**config.mk**
```make
export PLATFORM = sky130hd
export DESIGN_NAME = div113_seq_ctrl
export DESIGN_NICKNAME = d
export VERILOG_FILES = /design/src/rtl/div113_seq_ctrl.sv
export SDC_FILE = /design/constraint.sdc
export NUM_CORES = 1
export LEC_CHECK = 0
export CAP_MARGIN = 20
export CORE_AREA = 3 3 85 148
export CTS_CLUSTER_SIZE = 16
export DETAILED_ROUTE_END_ITERATION = 10
export DIE_AREA = 0 0 88 151
export GPL_ROUTABILITY_DRIVEN = 1
export PLACE_DENSITY_LB_ADDON = 0.15
export SYNTH_ARGS = -nofsm -noshare
export SYNTH_HDL_FRONTEND = slang
export SYNTH_SLANG_ARGS = --single-unit
```
**constraint.sdc**
```tcl
create_clock -name clk -period 3.7 [get_ports clk]
set_clock_uncertainty 0.2 [all_clocks]
set_input_delay 0.925 -clock clk [delete_from_list [all_inputs] [get_ports clk]]
set_output_delay 0.925 -clock clk [all_outputs]
set_load 0.05 [all_outputs]
```
**src/rtl/div113_seq_ctrl.sv**
```systemverilog
// div113_seq_ctrl
//   Sequential divide-by-constant controller: 48-bit unsigned dividend / 113.
//   The dividend is consumed MSB-first as DIG_W-bit digits, one digit per
//   clock.  Each step applies the chunk function
//   {rem, digit} -> {qdig, rem'}, so the running remainder stays below DIVISOR.
//   Valid/ready handshakes on the operand and result sides; one operation in
//   flight at a time (IDLE -> RUN -> DONE -> IDLE).
//
//   Build option: define DIV113_LZ_SKIP_EN to skip the leading all-zero
//   digits of the dividend at accept time.  The results are identical.
//   Only the number of RUN cycles changes (16 - lz, minimum 1).  Without the
//   macro the controller always runs 16 steps and has no leading-zero logic.
module div113_seq_ctrl #(
    parameter int WIDTH   = 48,
    parameter int DIG_W   = 3,
    parameter int DIVISOR = 113,
    parameter int REM_W   = 7
) (
    input  logic             clk,
    input  logic             rst_n,
    input  logic             in_valid,
    output logic             in_ready,
    input  logic [WIDTH-1:0] in_dividend,
    output logic             out_valid,
    input  logic             out_ready,
    output logic [WIDTH-1:0] out_quot,
    output logic [REM_W-1:0] out_rem,
    output logic             busy
);

    localparam int NDIG  = WIDTH / DIG_W;
    localparam int CNT_W = $clog2(NDIG);
    localparam int T_W   = REM_W + DIG_W;

    localparam logic [CNT_W-1:0] LAST_STEP = CNT_W'(NDIG - 1);
    localparam logic [T_W-1:0]   DIV_T     = T_W'(DIVISOR);
    localparam logic [REM_W-1:0] DIV_R     = REM_W'(DIVISOR);

    typedef enum logic [1:0] {
        S_IDLE = 2'd0,
        S_RUN  = 2'd1,
        S_DONE = 2'd2
    } state_t;

    state_t           r_state;
    logic [WIDTH-1:0] r_shift;
    logic [WIDTH-1:0] r_quot;
    logic [REM_W-1:0] r_rem;
    logic [CNT_W-1:0] r_cnt;
    logic             r_in_ready;
    logic             r_out_valid;
    logic             r_busy;

    logic [DIG_W-1:0] w_digit;
    logic [T_W-1:0]   w_chunk;
    logic [DIG_W-1:0] w_qdig;
    logic [REM_W-1:0] w_rem_nxt;
    logic             w_accept;
    logic [WIDTH-1:0] w_load_shift;
    logic [CNT_W-1:0] w_load_cnt;

    // One restoring-division digit step.  The input t = rem*2^DIG_W + digit
    // is below DIVISOR*2^DIG_W, so the quotient digit fits in DIG_W bits.
    // The digit is resolved bit by bit by subtracting DIVISOR shifted left by b.
    function automatic logic [T_W-1:0] f_chunk(
        input logic [REM_W-1:0] rem,
        input logic [DIG_W-1:0] dig
    );
        logic [T_W-1:0]   t;
        logic [DIG_W-1:0] q;
        t = {rem, dig};
        q = '0;
        for (int b = DIG_W - 1; b >= 0; b--) begin
            if (t >= (DIV_T << b)) begin
                t    = t - (DIV_T << b);
                q[b] = 1'b1;
            end
        end
        return {q, t[REM_W-1:0]};
    endfunction

`ifdef DIV113_LZ_SKIP_EN
    // Count the all-zero digits at the top of the dividend, capped at NDIG-1.
    // The cap ensures that at least one step always runs.
    function automatic logic [CNT_W-1:0] f_lead_zero_digits(
        input logic [WIDTH-1:0] d
    );
        logic [CNT_W-1:0] n;
        logic             hit;
        n   = '0;
        hit = 1'b0;
        for (int i = 0; i < NDIG - 1; i++) begin
            if (!hit && (d[WIDTH-1-DIG_W*i -: DIG_W] == '0)) begin
                n = n + 1'b1;
            end else begin
                hit = 1'b1;
            end
        end
        return n;
    endfunction

    logic [CNT_W-1:0] w_lz;

    // Leading zero digits contribute quotient digit 0 with remainder 0.
    // Starting the step counter at lz therefore yields the same final result.
    assign w_lz         = f_lead_zero_digits(in_dividend);
    assign w_load_shift = in_dividend << (DIG_W * int'(w_lz));
    assign w_load_cnt   = w_lz;
`else
    assign w_load_shift = in_dividend;
    assign w_load_cnt   = '0;
`endif

    assign w_digit   = r_shift[WIDTH-1 -: DIG_W];
    assign w_chunk   = f_chunk(r_rem, w_digit);
    assign w_qdig    = w_chunk[T_W-1 -: DIG_W];
    assign w_rem_nxt = w_chunk[REM_W-1:0];

    // in_ready is a register, so in_valid never reaches in_ready combinationally.
    assign w_accept  = r_in_ready && in_valid;

    assign in_ready  = r_in_ready;
    assign out_valid = r_out_valid;
    assign out_quot  = r_quot;
    assign out_rem   = r_rem;
    assign busy      = r_busy;

    // Control FSM with registered handshake/status outputs and result registers.
    always_ff @(posedge clk) begin
        if (!rst_n) begin
            r_state     <= S_IDLE;
            r_in_ready  <= 1'b1;
            r_out_valid <= 1'b0;
            r_busy      <= 1'b0;
            r_quot      <= '0;
            r_rem       <= '0;
            r_cnt       <= '0;
        end else begin
            case (r_state)
                S_IDLE: begin
                    if (w_accept) begin
                        r_state    <= S_RUN;
                        r_in_ready <= 1'b0;
                        r_busy     <= 1'b1;
                        r_quot     <= '0;
                        r_rem      <= '0;
                        r_cnt      <= w_load_cnt;
                    end
                end
                S_RUN: begin
                    r_quot <= {r_quot[WIDTH-DIG_W-1:0], w_qdig};
                    r_rem  <= w_rem_nxt;
                    r_cnt  <= r_cnt + 1'b1;
                    if (r_cnt == LAST_STEP) begin
                        r_state     <= S_DONE;
                        r_out_valid <= 1'b1;
                    end
                end
                S_DONE: begin
                    // Result is held until the consumer takes it.
                    if (r_out_valid && out_ready) begin
                        r_state     <= S_IDLE;
                        r_out_valid <= 1'b0;
                        r_busy      <= 1'b0;
                        r_in_ready  <= 1'b1;
                    end
                end
                default: begin
                    r_state     <= S_IDLE;
                    r_in_ready  <= 1'b1;
                    r_out_valid <= 1'b0;
                    r_busy      <= 1'b0;
                end
            endcase
        end
    end

    // Dividend shift register: load at accept, advance one digit per RUN cycle.
    always_ff @(posedge clk) begin
        if (w_accept) begin
            r_shift <= w_load_shift;
        end else if (r_state == S_RUN) begin
            r_shift <= r_shift << DIG_W;
        end
    end

    // The running remainder must always be a valid residue modulo DIVISOR.
    a_rem_range: assert property (@(posedge clk) disable iff (!rst_n)
        (r_rem < DIV_R));

endmodule
```
==> results of run 1 <==
==> where the power goes <==
group / switching (mW) / total [mW] / internal, mW / leakage [nW]
combinational: 0.293 / 0.555 / 0.261 / 1.22
clock: 0.429 / 0.931 / 0.502 / 0.142
sequential: 0.0476 / 1.47 / 1.42 / 0.990
==> final cells by class <==
| class | instances | area, sq um | area share |
|---|---|---|---|
| timing repair buffer | 128 | 1230 | 0.180 |
| clock buffer | 12 | 258 | 0.0375 |
| sequential | 112 | 2730 | 0.397 |
| multi-input combinational | 310 | 2430 | 0.353 |
| clock inverter | 4 | 27.5 | 0.00401 |
| inverter | 8 | 30.0 | 0.00437 |
| tap | 135 | 169 | 0.0246 |
==> cell families (layout without fill, tap and decap cells) <==
| logic type | Yosys count | count (layout) | share of synthesized area |
|---|---|---|---|
| XOR/XNOR | 12 | 12 | 0.0199 |
| multiplexers | 53 | 53 | 0.116 |
| AO/OA/AOI/OAI | 115 | 115 | 0.161 |
| AND/OR/NAND/NOR | 125 | 125 | 0.140 |
| adder cells (fa/ha/maj) | 5 | 5 | 0.0119 |
| buffers and inverters | 42 | 152 | 0.0351 |
| flip-flops | 112 | 112 | 0.516 |
==> per-layer routing <==
metal	wire length [microns]	track usage
met1	4580	0.216
met2	6620	0.324
met3	619	0.0495
met4	438	0.0876
met5	0	0
==> worst max-delay path by stage <==
stage | from | end | slack (ps) | cells past startpoint
after floorplan | out_rem[0]$_SDFFE_PN0P_ | out_rem[1]$_SDFFE_PN0P_ | 110 | 16
after global placement | r_shift[47]$_DFFE_PP_ | out_rem[3]$_SDFFE_PN0P_ | 170 | 16
after detailed placement | r_shift[47]$_DFFE_PP_ | out_rem[4]$_SDFFE_PN0P_ | 30 | 16
after CTS | r_shift[47]$_DFFE_PP_ | out_rem[4]$_SDFFE_PN0P_ | 10 | 16
after global routing | r_shift[47]$_DFFE_PP_ | out_rem[4]$_SDFFE_PN0P_ | 6 | 15
final | r_shift[47]$_DFFE_PP_ | out_rem[4]$_SDFFE_PN0P_ | 190 | 15
==> Yosys cell counts (3+ instances only) <==
master / number
a31oi_1: 5
a22oi_1: 49
mux2_2: 46
and2_1: 5
nand2_1: 25
xnor2_1: 8
clkbuf_1: 26
nand4_1: 3
buf_4: 5
edfxtp_1: 48
o21ai_0: 16
dfxtp_1: 64
and3_1: 5
xor2_1: 4
nor2b_1: 51
o21ai_1: 6
mux2i_1: 4
ha_1: 5
nor3b_1: 4
inv_1: 8
nand3_1: 5
nor2_1: 7
a21oi_1: 12
nor3_1: 5
==> critical path, stage by stage (launching register included) <==
cell	delay [ps]
edfxtp_1	460
inv_2	160
ha_1	190
nor4b_4	260
a21o_4	240
xnor2_4	140
ha_2	230
nand2_1	100
mux2i_4	220
xnor2_1	170
a211oi_2	130
a311oi_4	330
buf_4	180
o21ai_1	70
xnor2_1	230
o21ai_1	80
==> sequential cells by signal, indices dropped and copies added (netlist names) <==
register / flops
busy: 1
r_shift: 48
out_rem: 7
in_ready: 1
r_state: 2
r_cnt: 4
out_valid: 1
out_quot: 48
==> cells in the final DEF (no fill, tap or decap), types with 6 or more instances in the layout <==
master,instances
clkdlybuf4s50_1,109
dfxtp_1,62
nor2b_1,50
a22oi_1,49
edfxtp_1,48
mux2_2,46
nand2_1,22
buf_4,19
o21ai_0,15
a21oi_1,12
clkbuf_16,10
inv_1,7
nor2_1,7
xnor2_1,6
o21ai_1,6
==> repair_timing <==
item	in CTS	in global routing
endpoints found under the setup margin	0	7
hold buffers	0	0
buffers inserted	0	6
gates resized for setup	0	11
==> stage by stage <==
stage                     power (mW)   util  hold WS [ps]  std cells  setup slack (ps)
after floorplan                 1.86      -           243        464               111
after global placement          2.00  0.564           274        687               175
after detailed placement        2.03  0.564           280        687              32.3
after CTS                       2.96  0.588           295        703              9.64
after global routing            3.10  0.597           315        709              6.02
final                           2.95  0.597           284        709               190
==> impl_metrics.py, run 1 <==
metrics = {
    "timing": {
        "hold_viol": 0,
        "period_needed_ps": 3510,
        "finalCritPeriodShare": 0.949,
        "rsz0062_at_grt": "no",
        "slew_violations": 0,
        "setup_tns_ps": 0,
        "max_slew.worst_pin.slew_ps": 567,
        "max_slew_margin": 0.617,
        "max_freq_mhz": 285,
        "setup_viol": 0,
    },
    "cts": {
        "cts-root-buf": "clkbuf_16",
        "cts-buffers-inserted": 9,
        "clockBufferDepth": 2,
        "htree_levels": 3,
        "clk_latency_ps": 340,
        "cts_tree": "yes",
        "cts.reportedPaths.clkPinSlew_ps": 70,
        "cts.sinks": 112,
    },
    "global_route": {
        "grt_pass1_wl_microns": 19500,
        "grt_pass1_vias": 3892,
        "grt_start_max_net_pins": 46,
        "grt-ovfl-total": 0,
        "grtUsageTotal": 0.189,
        "antenna_found_initial": 0,
    },
    "power": {
        "p_per_area_nw_per_um2": 430,
        "ir_drop_v": 0.000309,
        "power.leakage_nw": 2.35,
    },
    "logic_synthesis": {
        "syn-num-nets": 521,
        "synth_cells": 464,
        "synth_top_area_share": 0.273,
        "netlist_area_sq_um": 5270,
        "yosysSeqAreaShare": 0.516,
        "synth_largest_area_cell": "edfxtp_1",
        "yosysWarnings": 0,
        "synth-seq-cells": 112,
        "avgSynthCellArea_sq_um": 11.4,
        "async_reset_ff_frac": 0,
        "synth_edf_count": 48,
        "synth.area.top_cells": "edfxtp_1, dfxtp_1, mux2_2",
        "synthFlopType": "dfxtp_1",
        "yosysUniqueCellTypes": 62,
    },
    "setup_path": {
        "cp.arrival_ps": 3530,
        "r2r_end": "out_rem[4]$_SDFFE_PN0P_",
        "crit_path_max_fanout": 5,
        "crit_type": "reg -> reg",
        "crit_required_ps": 3720,
        "reg2reg_slack_ps": 190,
        "r2r_start": "r_shift[47]$_DFFE_PP_",
        "rr_worst_depth": 15,
        "cp-start-kind": "register",
        "critPathCaptureType": "register",
    },
    "routing": {
        "dr.pass1.iters": 5,
        "antenna_left": 0,
        "wl_per_cell_microns": 17.3,
        "viasPerCell": 5.65,
        "drtIter0Drc": 158,
        "num_vias": 4007,
        "drc": 0,
        "postRouteWirelength_microns": 12300,
    },
    "run": {
        "cap_violations": 0,
    },
    "layout": {
        "design_area_sq_um": 6870,
        "final_nets": 626,
        "fill_cells": 1004,
        "area_delta_synth_final_pct": 30.3,
        "diodes": 0,
        "drive_above_1_share": 0.193,
    },
    "place": {
        "place_area_sq_um": 6490,
        "dp_hpwl_microns": 8860,
        "port_buffers": 109,
        "gp_congestion": 0.875,
    },
    "die": {
        "io-pin-count": 110,
        "rows": 52,
        "dieWidth_microns": 88,
        "dieHeight_microns": 151,
        "start_util": 0.458,
        "die-area_sq_um": 13300,
        "core_sq_um": 11500,
    },
    "min_path": {
        "min_path_type": "reg -> reg",
        "min_from": "r_cnt[3]$_SDFFE_PN0P_",
        "hold_depth": 1,
        "holdPathEnd": "r_cnt[3]$_SDFFE_PN0P_",
    },
    "outcome": {
        "status": "complete, no violations",
    },
}
No activity file was read; power rests on OpenSTA's default activity.
==> run 2, diff against run 1 <==
--- a/config.mk
+++ b/config.mk
@@ -6,10 +6,11 @@
 export NUM_CORES = 1
 export LEC_CHECK = 0
 export CAP_MARGIN = 20
-export CORE_AREA = 3 3 85 148
+export CORE_AREA = 3 3 87 151
+export CTS_CLUSTER_DIAMETER = 150
 export CTS_CLUSTER_SIZE = 16
 export DETAILED_ROUTE_END_ITERATION = 10
-export DIE_AREA = 0 0 88 151
+export DIE_AREA = 0 0 90 154
 export GPL_ROUTABILITY_DRIVEN = 1
 export PLACE_DENSITY_LB_ADDON = 0.15
 export SYNTH_ARGS = -nofsm -noshare
==> run 2 against run 1 <==
Effect of this change:
- critical path depth is 3 lower
- critical endpoint is now out_rem[1]$_SDFFE_PN0P_
- highest routed layer unchanged
- clock power rose by 4.6%
- via count shrank 1.6%
- worst setup slack better by 21 ps
- die area up 4.3%
- sequential share of layout area decreased by 0.17 points
- global-route usage down 1.2 points
- total power rose by 1.3%
- first-iteration DRC count rose by 32%
- sequential cell count unchanged
- final cell count rose by 3.9%
- core utilization shrank 2.5 points
==> impl_metrics.py, run 2 (synthesis results as in run 1) <==
metrics = {
    "outcome": {
        "status": "complete, no violations",
    },
    "cts": {
        "cts-buffers-inserted": 9,
        "cts_tree": "yes",
        "cts.sinks": 112,
        "cts-root-buf": "clkbuf_16",
        "clk_latency_ps": 340,
        "clockBufferDepth": 2,
        "cts.reportedPaths.clkPinSlew_ps": 70,
        "htree_levels": 3,
        "ctsHoldBuffers": 0,
    },
    "routing": {
        "drc": 0,
        "viasPerCell": 5.35,
        "drtIter0Drc": 208,
        "antenna_left": 0,
        "num_vias": 3942,
        "dr.pass1.iters": 4,
        "postRouteWirelength_microns": 12300,
        "wl_per_cell_microns": 16.7,
    },
    "place": {
        "preCtsSetupSlack_ps": 60.8,
        "dp_hpwl_microns": 8820,
        "gp_congestion": 0.872,
        "port_buffers": 109,
    },
    "timing": {
        "max_slew.worst_pin.slew_ps": 703,
        "max_slew_margin": 0.531,
        "period_needed_ps": 3490,
        "slew_violations": 0,
        "hold_viol": 0,
        "setup_viol": 0,
        "max_freq_mhz": 287,
        "finalCritPeriodShare": 0.943,
        "holdWs_ps": 297,
        "fin_ws_ps": 211,
    },
    "setup_path": {
        "cp-start-kind": "register",
        "r2r_end": "out_rem[1]$_SDFFE_PN0P_",
        "crit_required_ps": 3760,
        "crit_path_max_fanout": 5,
        "crit_end": "out_rem[1]$_SDFFE_PN0P_",
        "reg2reg_slack_ps": 210,
        "critPathCaptureType": "register",
        "rr_worst_depth": 12,
        "r2r_start": "r_shift[45]$_DFFE_PP_",
        "cp.arrival_ps": 3550,
        "cp-startpoint": "r_shift[45]$_DFFE_PP_",
        "crit_type": "reg -> reg",
    },
    "power": {
        "finalPower_mw": 2.99,
        "p_per_area_nw_per_um2": 433,
        "power.leakage_nw": 2.34,
        "ir_drop_v": 0.000280,
    },
    "die": {
        "rows": 53,
        "core_sq_um": 12100,
        "dieHeight_microns": 154,
        "start_util": 0.437,
        "die-area_sq_um": 13900,
        "io-pin-count": 110,
        "dieWidth_microns": 90,
    },
    "run": {
        "cap_violations": 0,
    },
    "layout": {
        "drive_above_1_share": 0.189,
        "fill_cells": 1094,
        "final_common_cell": "clkdlybuf4s50_1",
        "area_delta_synth_final_pct": 30.9,
        "final_nets": 624,
        "diodes": 0,
        "final_cell_mix": "clkdlybuf4s50_1, dfxtp_1, nor2b_1",
        "utilization": 0.572,
    },
    "global_route": {
        "grt_pass1_vias": 3894,
        "grt_pass1_wl_microns": 19900,
        "antenna_found_initial": 0,
        "grt-ovfl-total": 0,
        "grt_start_max_net_pins": 49,
        "grtUsageTotal": 0.176,
    },
    "min_path": {
        "min_path_type": "reg -> reg",
    },
}
[run 2: worst max-delay path, cell delays in order (launching register included)]
cell and delay (ps):
edfxtp_1 490, or4b_4 550, a21o_4 260, xnor2_2 210, ha_1 250, nand2_1 100, mux2i_4 220, xnor2_1 130
a211oi_2 330, a311oi_4 90, nor2_2 180, mux2_4 330, o21ai_2 100
[run 2: layout make-up]
class                      count  area (sq um)  area share
clock buffer                  12           262      0.0379
clock inverter                 4          41.3     0.00598
inverter                       8          30.0     0.00435
multi-input combinational    310          2420       0.350
sequential                   112          2730       0.395
tap                          165           206      0.0299
timing repair buffer         126          1220       0.177
[run 2: metal layers]
| metal | GRT usage | wire (microns) |
|---|---|---|
| met1 | 0.196 | 4720 |
| met2 | 0.315 | 6690 |
| met3 | 0.0362 | 479 |
| met4 | 0.0898 | 454 |
| met5 | 0 | 0 |
[run 2: power breakdown]
part | internal, mW | total (mW) | switching, mW
Clock | 0.542 | 0.974 | 0.432
Sequential | 1.42 | 1.47 | 0.0493
Combinational | 0.258 | 0.548 | 0.291
[run 2: repair_timing]
item / 4_1_cts / 5_1_grt
setup buffers: 0 / 2
gates resized for setup: 0 / 9
setup endpoints to repair: 0 / 7
endpoints found under the hold margin: 0 / 0
[run 2: worst min-delay path by stage]
stage	startpoint	endpoint	slack [ps]	cells after the start
2_1_floorplan	r_cnt[3]$_SDFFE_PN0P_	r_cnt[3]$_SDFFE_PN0P_	240	1
3_3_place_gp	r_cnt[3]$_SDFFE_PN0P_	r_cnt[3]$_SDFFE_PN0P_	260	1
3_5_place_dp	r_cnt[3]$_SDFFE_PN0P_	r_cnt[3]$_SDFFE_PN0P_	280	1
4_1_cts	r_cnt[3]$_SDFFE_PN0P_	r_cnt[3]$_SDFFE_PN0P_	300	1
5_1_grt	r_cnt[3]$_SDFFE_PN0P_	r_cnt[3]$_SDFFE_PN0P_	340	1
6_report	r_cnt[3]$_SDFFE_PN0P_	r_cnt[3]$_SDFFE_PN0P_	300	1
[run 2: per-stage QoR]
stage,std cells,instance area [sq um],TNS [ps]
final,737,6900,0
after floorplan,464,5270,0
after global routing,737,6900,-54.1
after CTS,735,6850,0
after detailed placement,719,6540,0
after global placement,719,6540,0
==> run 3, diff against run 2 <==
--- a/config.mk
+++ b/config.mk
@@ -6,11 +6,11 @@
 export NUM_CORES = 1
 export LEC_CHECK = 0
 export CAP_MARGIN = 20
-export CORE_AREA = 3 3 87 151
+export CORE_AREA = 3 3 85 148
 export CTS_CLUSTER_DIAMETER = 150
 export CTS_CLUSTER_SIZE = 16
 export DETAILED_ROUTE_END_ITERATION = 10
-export DIE_AREA = 0 0 90 154
+export DIE_AREA = 0 0 88 151
 export GPL_ROUTABILITY_DRIVEN = 1
 export PLACE_DENSITY_LB_ADDON = 0.15
 export SYNTH_ARGS = -nofsm -noshare
==> results of run 3 <==
No change in the layout: final DEF, timing and power equal those of run 1.
